<file path="src/rtl/load_store_queue_p_if.sv">
// Issue / commit / memory / ROB-broadcast bundle for the load/store queue.
// slave = the queue itself, master = issue logic, ROB and memory side.
interface load_store_queue_p_if #(
  parameter int DATA_W   = 16,
  parameter int ADDR_W   = 16,
  parameter int ROB_W    = 6,
  parameter int SB_DEPTH = 8
);
  localparam int CNT_W = $clog2(SB_DEPTH + 1);

  logic              flush;
  logic              in_valid;
  logic              in_is_ld;
  logic [ADDR_W-1:0] in_addr;
  logic [DATA_W-1:0] in_data;
  logic [ROB_W-1:0]  in_rob;
  logic              in_ready;
  logic [1:0]        commit_cnt;
  logic              mem_wr_valid;
  logic [ADDR_W-1:0] mem_wr_addr;
  logic [DATA_W-1:0] mem_wr_data;
  logic              mem_wr_ready;
  logic              mem_rd_valid;
  logic [ADDR_W-1:0] mem_rd_addr;
  logic [DATA_W-1:0] mem_rd_data;
  logic              out_valid;
  logic [DATA_W-1:0] out_data;
  logic [ROB_W-1:0]  out_rob;
  logic [CNT_W-1:0]  sb_count;

  modport slave (
    input  flush, in_valid, in_is_ld, in_addr, in_data, in_rob, commit_cnt,
           mem_wr_ready, mem_rd_data,
    output in_ready, mem_wr_valid, mem_wr_addr, mem_wr_data, mem_rd_valid,
           mem_rd_addr, out_valid, out_data, out_rob, sb_count
  );

  modport master (
    output flush, in_valid, in_is_ld, in_addr, in_data, in_rob, commit_cnt,
           mem_wr_ready, mem_rd_data,
    input  in_ready, mem_wr_valid, mem_wr_addr, mem_wr_data, mem_rd_valid,
           mem_rd_addr, out_valid, out_data, out_rob, sb_count
  );
endinterface

</file>
<file path="src/rtl/load_store_queue_p.sv">
// Load/store queue: circular store buffer (committed entries at the head,
// speculative entries behind them), youngest-match store-to-load forwarding,
// fixed-latency load pipeline and in-order drain of committed stores.
// The commit boundary is held as a count (r_ncmt) instead of a pointer;
// the first speculative slot is r_head + r_ncmt.
module load_store_queue_p #(
  parameter int DATA_W   = 16,
  parameter int ADDR_W   = 16,
  parameter int ROB_W    = 6,
  parameter int SB_DEPTH = 8,
  parameter int LD_LAT   = 3
) (
  input logic clk,
  input logic rst,
  load_store_queue_p_if.slave bus
);
  localparam int CNT_W = $clog2(SB_DEPTH + 1);
  localparam int PTR_W = $clog2(SB_DEPTH);

  logic [SB_DEPTH-1:0][ADDR_W-1:0] r_addr;
  logic [SB_DEPTH-1:0][DATA_W-1:0] r_data;
  logic [PTR_W-1:0]                r_head, r_tail;
  logic [CNT_W-1:0]                r_count, r_ncmt;

  logic [LD_LAT-1:0]               r_vld_pipe, r_fwd_pipe;
  logic [LD_LAT-1:0][ROB_W-1:0]    r_rob_pipe;
  logic [LD_LAT-1:0][DATA_W-1:0]   r_fd_pipe;

  logic              w_ready, w_acc, w_st_acc, w_ld_acc, w_drain, w_fwd, w_out_vld;
  logic [DATA_W-1:0] w_fwd_data;
  logic [CNT_W-1:0]  w_nspec, w_k, w_ncmt1, w_count1;
  logic [PTR_W-1:0]  w_head1;

  // ready comes from registered occupancy only, so a same-cycle drain never
  // frees a slot for an issue (no bypass); held low during reset
  assign w_ready  = !rst && (r_count < CNT_W'(SB_DEPTH));
  assign w_acc    = bus.in_valid && w_ready && !bus.flush;
  assign w_st_acc = w_acc && !bus.in_is_ld;
  assign w_ld_acc = w_acc && bus.in_is_ld;
  assign w_drain  = (r_ncmt != '0) && bus.mem_wr_ready;

  // Edge ordering: drain frees head, then commit promotes (clamped to the
  // speculative count), then the accepted store appends, then flush.
  assign w_nspec  = r_count - r_ncmt;
  assign w_k      = (CNT_W'(bus.commit_cnt) > w_nspec) ? w_nspec : CNT_W'(bus.commit_cnt);
  assign w_ncmt1  = r_ncmt - CNT_W'(w_drain) + w_k;
  assign w_count1 = r_count - CNT_W'(w_drain);
  assign w_head1  = r_head + PTR_W'(w_drain);

  // Forwarding search oldest->youngest over occupied slots; later hits
  // overwrite earlier ones so the youngest match wins
  always_comb begin
    w_fwd      = 1'b0;
    w_fwd_data = '0;
    for (int i = 0; i < SB_DEPTH; i++) begin
      if ((CNT_W'(i) < r_count) && (r_addr[r_head + PTR_W'(i)] == bus.in_addr)) begin
        w_fwd      = 1'b1;
        w_fwd_data = r_data[r_head + PTR_W'(i)];
      end
    end
  end

  // Store buffer pointers, counts and entry payload
  always_ff @(posedge clk or posedge rst) begin
    if (rst) begin
      r_addr  <= '0;
      r_data  <= '0;
      r_head  <= '0;
      r_tail  <= '0;
      r_count <= '0;
      r_ncmt  <= '0;
    end else begin
      r_head <= w_head1;
      r_ncmt <= w_ncmt1;
      if (w_st_acc) begin
        r_addr[r_tail] <= bus.in_addr;
        r_data[r_tail] <= bus.in_data;
      end
      if (bus.flush) begin
        // speculative entries vanish; tail snaps back to the commit boundary
        r_count <= w_ncmt1;
        r_tail  <= w_head1 + PTR_W'(w_ncmt1);
      end else begin
        r_count <= w_count1 + CNT_W'(w_st_acc);
        r_tail  <= r_tail + PTR_W'(w_st_acc);
      end
    end
  end

  // Load pipeline: fixed LD_LAT stages, never stalls, flush kills all valids
  always_ff @(posedge clk or posedge rst) begin
    if (rst) begin
      r_vld_pipe <= '0;
      r_fwd_pipe <= '0;
      r_rob_pipe <= '0;
      r_fd_pipe  <= '0;
    end else if (bus.flush) begin
      r_vld_pipe <= '0;
    end else begin
      r_vld_pipe[0] <= w_ld_acc;
      r_fwd_pipe[0] <= w_fwd;
      r_rob_pipe[0] <= bus.in_rob;
      r_fd_pipe[0]  <= w_fwd_data;
      for (int i = 1; i < LD_LAT; i++) begin
        r_vld_pipe[i] <= r_vld_pipe[i-1];
        r_fwd_pipe[i] <= r_fwd_pipe[i-1];
        r_rob_pipe[i] <= r_rob_pipe[i-1];
        r_fd_pipe[i]  <= r_fd_pipe[i-1];
      end
    end
  end

  // A load reaching the exit in a flush cycle is pre-flush work: suppress it
  assign w_out_vld = r_vld_pipe[LD_LAT-1] && !bus.flush;

  assign bus.in_ready     = w_ready;
  assign bus.sb_count     = r_count;
  assign bus.mem_wr_valid = (r_ncmt != '0);
  assign bus.mem_wr_addr  = (r_ncmt != '0) ? r_addr[r_head] : '0;
  assign bus.mem_wr_data  = (r_ncmt != '0) ? r_data[r_head] : '0;
  assign bus.mem_rd_valid = w_ld_acc && !w_fwd;
  assign bus.mem_rd_addr  = (w_ld_acc && !w_fwd) ? bus.in_addr : '0;
  assign bus.out_valid    = w_out_vld;
  assign bus.out_rob      = w_out_vld ? r_rob_pipe[LD_LAT-1] : '0;
  assign bus.out_data     = !w_out_vld           ? '0 :
                            r_fwd_pipe[LD_LAT-1] ? r_fd_pipe[LD_LAT-1] : bus.mem_rd_data;
endmodule

</file>
<file path="src/flat_wrapper.sv">
// flat-port wrapper written by rule: the top's interface ports become plain ports
module load_store_queue_p_flat 
#(
  parameter int DATA_W   = 16,
  parameter int ADDR_W   = 16,
  parameter int ROB_W    = 6,
  parameter int SB_DEPTH = 8,
  parameter int LD_LAT   = 3
)
  (clk, rst, bus_flush, bus_in_valid, bus_in_is_ld, bus_in_addr, bus_in_data, bus_in_rob, bus_commit_cnt, bus_mem_wr_ready, bus_mem_rd_data, bus_in_ready, bus_mem_wr_valid, bus_mem_wr_addr, bus_mem_wr_data, bus_mem_rd_valid, bus_mem_rd_addr, bus_out_valid, bus_out_data, bus_out_rob, bus_sb_count);
  load_store_queue_p_if #(.DATA_W(DATA_W), .ADDR_W(ADDR_W), .ROB_W(ROB_W), .SB_DEPTH(SB_DEPTH)) bus_i ();
  input logic clk;
  input logic rst;
  input wire logic [$bits(bus_i.flush)-1:0] bus_flush;
  input wire logic [$bits(bus_i.in_valid)-1:0] bus_in_valid;
  input wire logic [$bits(bus_i.in_is_ld)-1:0] bus_in_is_ld;
  input wire logic [$bits(bus_i.in_addr)-1:0] bus_in_addr;
  input wire logic [$bits(bus_i.in_data)-1:0] bus_in_data;
  input wire logic [$bits(bus_i.in_rob)-1:0] bus_in_rob;
  input wire logic [$bits(bus_i.commit_cnt)-1:0] bus_commit_cnt;
  input wire logic [$bits(bus_i.mem_wr_ready)-1:0] bus_mem_wr_ready;
  input wire logic [$bits(bus_i.mem_rd_data)-1:0] bus_mem_rd_data;
  output wire logic [$bits(bus_i.in_ready)-1:0] bus_in_ready;
  output wire logic [$bits(bus_i.mem_wr_valid)-1:0] bus_mem_wr_valid;
  output wire logic [$bits(bus_i.mem_wr_addr)-1:0] bus_mem_wr_addr;
  output wire logic [$bits(bus_i.mem_wr_data)-1:0] bus_mem_wr_data;
  output wire logic [$bits(bus_i.mem_rd_valid)-1:0] bus_mem_rd_valid;
  output wire logic [$bits(bus_i.mem_rd_addr)-1:0] bus_mem_rd_addr;
  output wire logic [$bits(bus_i.out_valid)-1:0] bus_out_valid;
  output wire logic [$bits(bus_i.out_data)-1:0] bus_out_data;
  output wire logic [$bits(bus_i.out_rob)-1:0] bus_out_rob;
  output wire logic [$bits(bus_i.sb_count)-1:0] bus_sb_count;
  assign bus_i.flush = bus_flush;
  assign bus_i.in_valid = bus_in_valid;
  assign bus_i.in_is_ld = bus_in_is_ld;
  assign bus_i.in_addr = bus_in_addr;
  assign bus_i.in_data = bus_in_data;
  assign bus_i.in_rob = bus_in_rob;
  assign bus_i.commit_cnt = bus_commit_cnt;
  assign bus_i.mem_wr_ready = bus_mem_wr_ready;
  assign bus_i.mem_rd_data = bus_mem_rd_data;
  assign bus_in_ready = bus_i.in_ready;
  assign bus_mem_wr_valid = bus_i.mem_wr_valid;
  assign bus_mem_wr_addr = bus_i.mem_wr_addr;
  assign bus_mem_wr_data = bus_i.mem_wr_data;
  assign bus_mem_rd_valid = bus_i.mem_rd_valid;
  assign bus_mem_rd_addr = bus_i.mem_rd_addr;
  assign bus_out_valid = bus_i.out_valid;
  assign bus_out_data = bus_i.out_data;
  assign bus_out_rob = bus_i.out_rob;
  assign bus_sb_count = bus_i.sb_count;
  load_store_queue_p #(.DATA_W(DATA_W), .ADDR_W(ADDR_W), .ROB_W(ROB_W), .SB_DEPTH(SB_DEPTH), .LD_LAT(LD_LAT)) u_core (.clk(clk), .rst(rst), .bus(bus_i));
endmodule
</file>
<file path="config.mk">
export PLATFORM = sky130hd
export DESIGN_NAME = load_store_queue_p_flat
export DESIGN_NICKNAME = d
export VERILOG_FILES = /design/src/rtl/load_store_queue_p_if.sv /design/src/rtl/load_store_queue_p.sv /design/src/flat_wrapper.sv
export SDC_FILE = /design/constraint.sdc
export NUM_CORES = 1
export LEC_CHECK = 0
export CELL_PAD_IN_SITES_DETAIL_PLACEMENT = 1
export CELL_PAD_IN_SITES_GLOBAL_PLACEMENT = 1
export CORE_MARGIN = 10
export CORE_UTILIZATION = 25
export DETAILED_ROUTE_END_ITERATION = 6
export PLACE_DENSITY = 0.57
export SLEW_MARGIN = 20
export SYNTH_ARGS = -nofsm -noshare
export SYNTH_HDL_FRONTEND = slang
export SYNTH_SLANG_ARGS = --single-unit
</file>
<file path="constraint.sdc">
create_clock -name clk -period 29.6 [get_ports clk]
set_clock_uncertainty 0.05 [all_clocks]
set_input_delay 5.92 -clock clk [delete_from_list [all_inputs] [get_ports clk]]
set_output_delay 5.92 -clock clk [all_outputs]
set_load 0.05 [all_outputs]
</file>
==> results.cfg <==
[run_status]
status = finished, final reports clean

[cts]
clock_path_buffers = 3
cts.sinks = 342
numCtsBuffers = 42
ctsResizeCount = 0
clk_pin_slew_ps = 60
cts-root-buf = clkbuf_16
cts_tree = yes
clk_latency_ps = 580
hold_buffers = 0
postCtsSetupBuffers = 0
h-tree-depth = 2

[place]
hpwl_mm = 64.1
place_area_um2 = 29100
dp.cells = 3601
gp_congestion = 0.875
io_buffers = 139

[drt]
drt_iter0_drc = 1757
totalWireLength_mm = 96.6
viasPerCell = 5.48
drtPass1Iterations = 5
vias = 20200
routedWlPerCell_um = 26.3
ant_nets = 0
drc = 0

[setup_path]
worstPathMaxFanout = 22
criticalPathCategory = in2out
worstPathRequired_ps = 23630
crit_path_end_kind = primary output
cp.arrival_ps = 11190
worstSetupStartpointType = primary input

[logic_synthesis]
synth_xor_area_frac = 0.0501
synth_simple_gate_area_frac = 0.0924
synth_ff_type = dfrtp_1
yosysUniqueCellTypes = 70
synth_seq_cells = 342
yosysSeqAreaShare = 0.323
syn_area_per_cell_um2 = 11.9
synth_top_family_by_area = multiplexers
ys_warn_count = 0
synth_compound_area_frac = 0.0665
synth_fa_ha_area_frac = 0.0144
syn_inst = 2230
ys_async_sr_fraction = 1.00
synthesis.area_um2 = 26500
synth_edf_count = 0
syn_nets = 2320
muxShareOfSynthArea = 0.410

[final_layout]
syn_to_final_growth_pct = 15.4
final_area_um2 = 30600
layout-drive-gt1-share = 0.319
nets = 2345
layout_commonest_cell = dfrtp_1
final_cells = 3678
fin_util = 0.290
mostFrequentLayoutCells = dfrtp_1, mux2_2, mux4_2

[timing]
fmax_ghz = 0.0583
period_needed_ps = 17160
tns_ps = 0
finalCritPeriodShare = 0.580
relSlewSlack = 0.214
finalSetupViolCount = 0
rsz0062_at_grt = false
tightest_slew_ps = 1180
hold_viol = 0
maxSlewViolCount = 0

[die]
initial_core_util = 0.252
row_count = 119
die_x_um = 345
die_area_um2 = 119000
fp.dieH_um = 345
io_pins = 140
core-area_um2 = 105000

[power_and_ir_drop]
powerDensity_nw_per_um2 = 121
total_power_w = 0.00369
peakVddDrop_mv = 0.0679
leakage_nw = 12.3

[global_routing]
grt_pass1_vias = 21400
antenna_found_initial = 8
track_usage = 0.156
gr-total-overflow = 0
grt_max_degree = 149
grt_pass1_wl_mm = 145

[hold_path]
holdCritPathClass = reg2reg

[flow_run]
drv_cap = 0
## where the power goes
group,internal (W),switching [W]
clock,0.000322,0.000218
combinational,0.00102,0.00126
sequential,0.000623,0.000237
## logic make-up after synthesis
group                    Yosys count
flip-flops                       342
buffers and inverters            237
adder cells (fa/ha/maj)           28
other                              1
AO/OA/AOI/OAI                    258
XOR/XNOR                         149
multiplexers                     741
AND/OR/NAND/NOR                  474
## Yosys cell counts (20+ instances only)
library cell,number,area share
dfrtp_1,342,0.32
a31oi_1,20,0.0047
inv_1,27,0.0038
mux2i_1,167,0.063
a22oi_1,28,0.0079
nor3_1,45,0.0085
clkbuf_1,110,0.016
mux2_2,333,0.14
mux4_2,239,0.20
ha_1,24,0.011
nor2b_1,27,0.0064
a21oi_1,82,0.016
buf_2,51,0.0096
xor2_1,26,0.0086
xnor2_1,120,0.040
nand4_1,27,0.0064
nand3_1,44,0.0083
nor2_1,66,0.0094
nand2_1,140,0.020
and3_1,23,0.0054
and2_1,37,0.0087
a221oi_1,21,0.0069
## layout make-up
class                   instances  area, um2
clock buffers                  59       1180
flip-flops and latches        342       8570
fillers                     11400      74700
repair buffers                190       1810
clock inverters                14        218
multi-input cells            1651      16900
well taps                    1391       1740
inverters                      28        113
diodes                          3       7.51
## worst paths after layout
kind / start / endpoint / slack, ps / depth (start not counted)
worst max-delay path: bus_in_addr[1] / bus_mem_rd_addr[4] / 12440 / 10
worst min-delay path: u_core.r_vld_pipe[0] / u_core.r_vld_pipe[1] / 440 / 1
worst max register to register: u_core.r_head[0] / u_core.r_fd_pipe[2] / 23000 / 13
worst min register to register: u_core.r_vld_pipe[0] / u_core.r_vld_pipe[1] / 440 / 1
max in group asynchronous: rst / u_core.r_data[35] / 22230 / 3
min in group asynchronous: rst / u_core.r_ncmt[3] / 5920 / 2
## stage by stage
step | worst slack [ps] | hold slack, ps
after floorplan | 14150 | 389
after global placement | 12450 | 400
after detailed placement | 12460 | 416
after CTS | 12450 | 449
after global routing | 12260 | 452
final | 12440 | 435
## state kept, by name, indices dropped and copies added, names as in the netlist
signal and flops:
u_core.r_data 128, u_core.r_fd_pipe 48, u_core.r_ncmt 4, u_core.r_fwd_pipe 3
u_core.r_addr 128, u_core.r_rob_pipe 18, u_core.bus.sb_count 4, u_core.r_vld_pipe 3
u_core.r_head 3, u_core.r_tail 3
## per-layer routing
metal,wire (um),GRT usage,up-vias
met3,4970,0.0241,152
met5,65,0,-
met2,46200,0.258,581
li1,-,-,8545
met1,42300,0.207,10900
met4,3070,0.0495,10
## critical path: stages
cell and delay (ps):
clkdlybuf4s50_1 1010, or4_1 760, nand3_1 150, or4_1 840, nor2_2 440, nor3b_1 360, and4_1 240, buf_4 370
and2_1 200, clkdlybuf4s50_1 880
No activity file was read; power rests on OpenSTA's default activity.
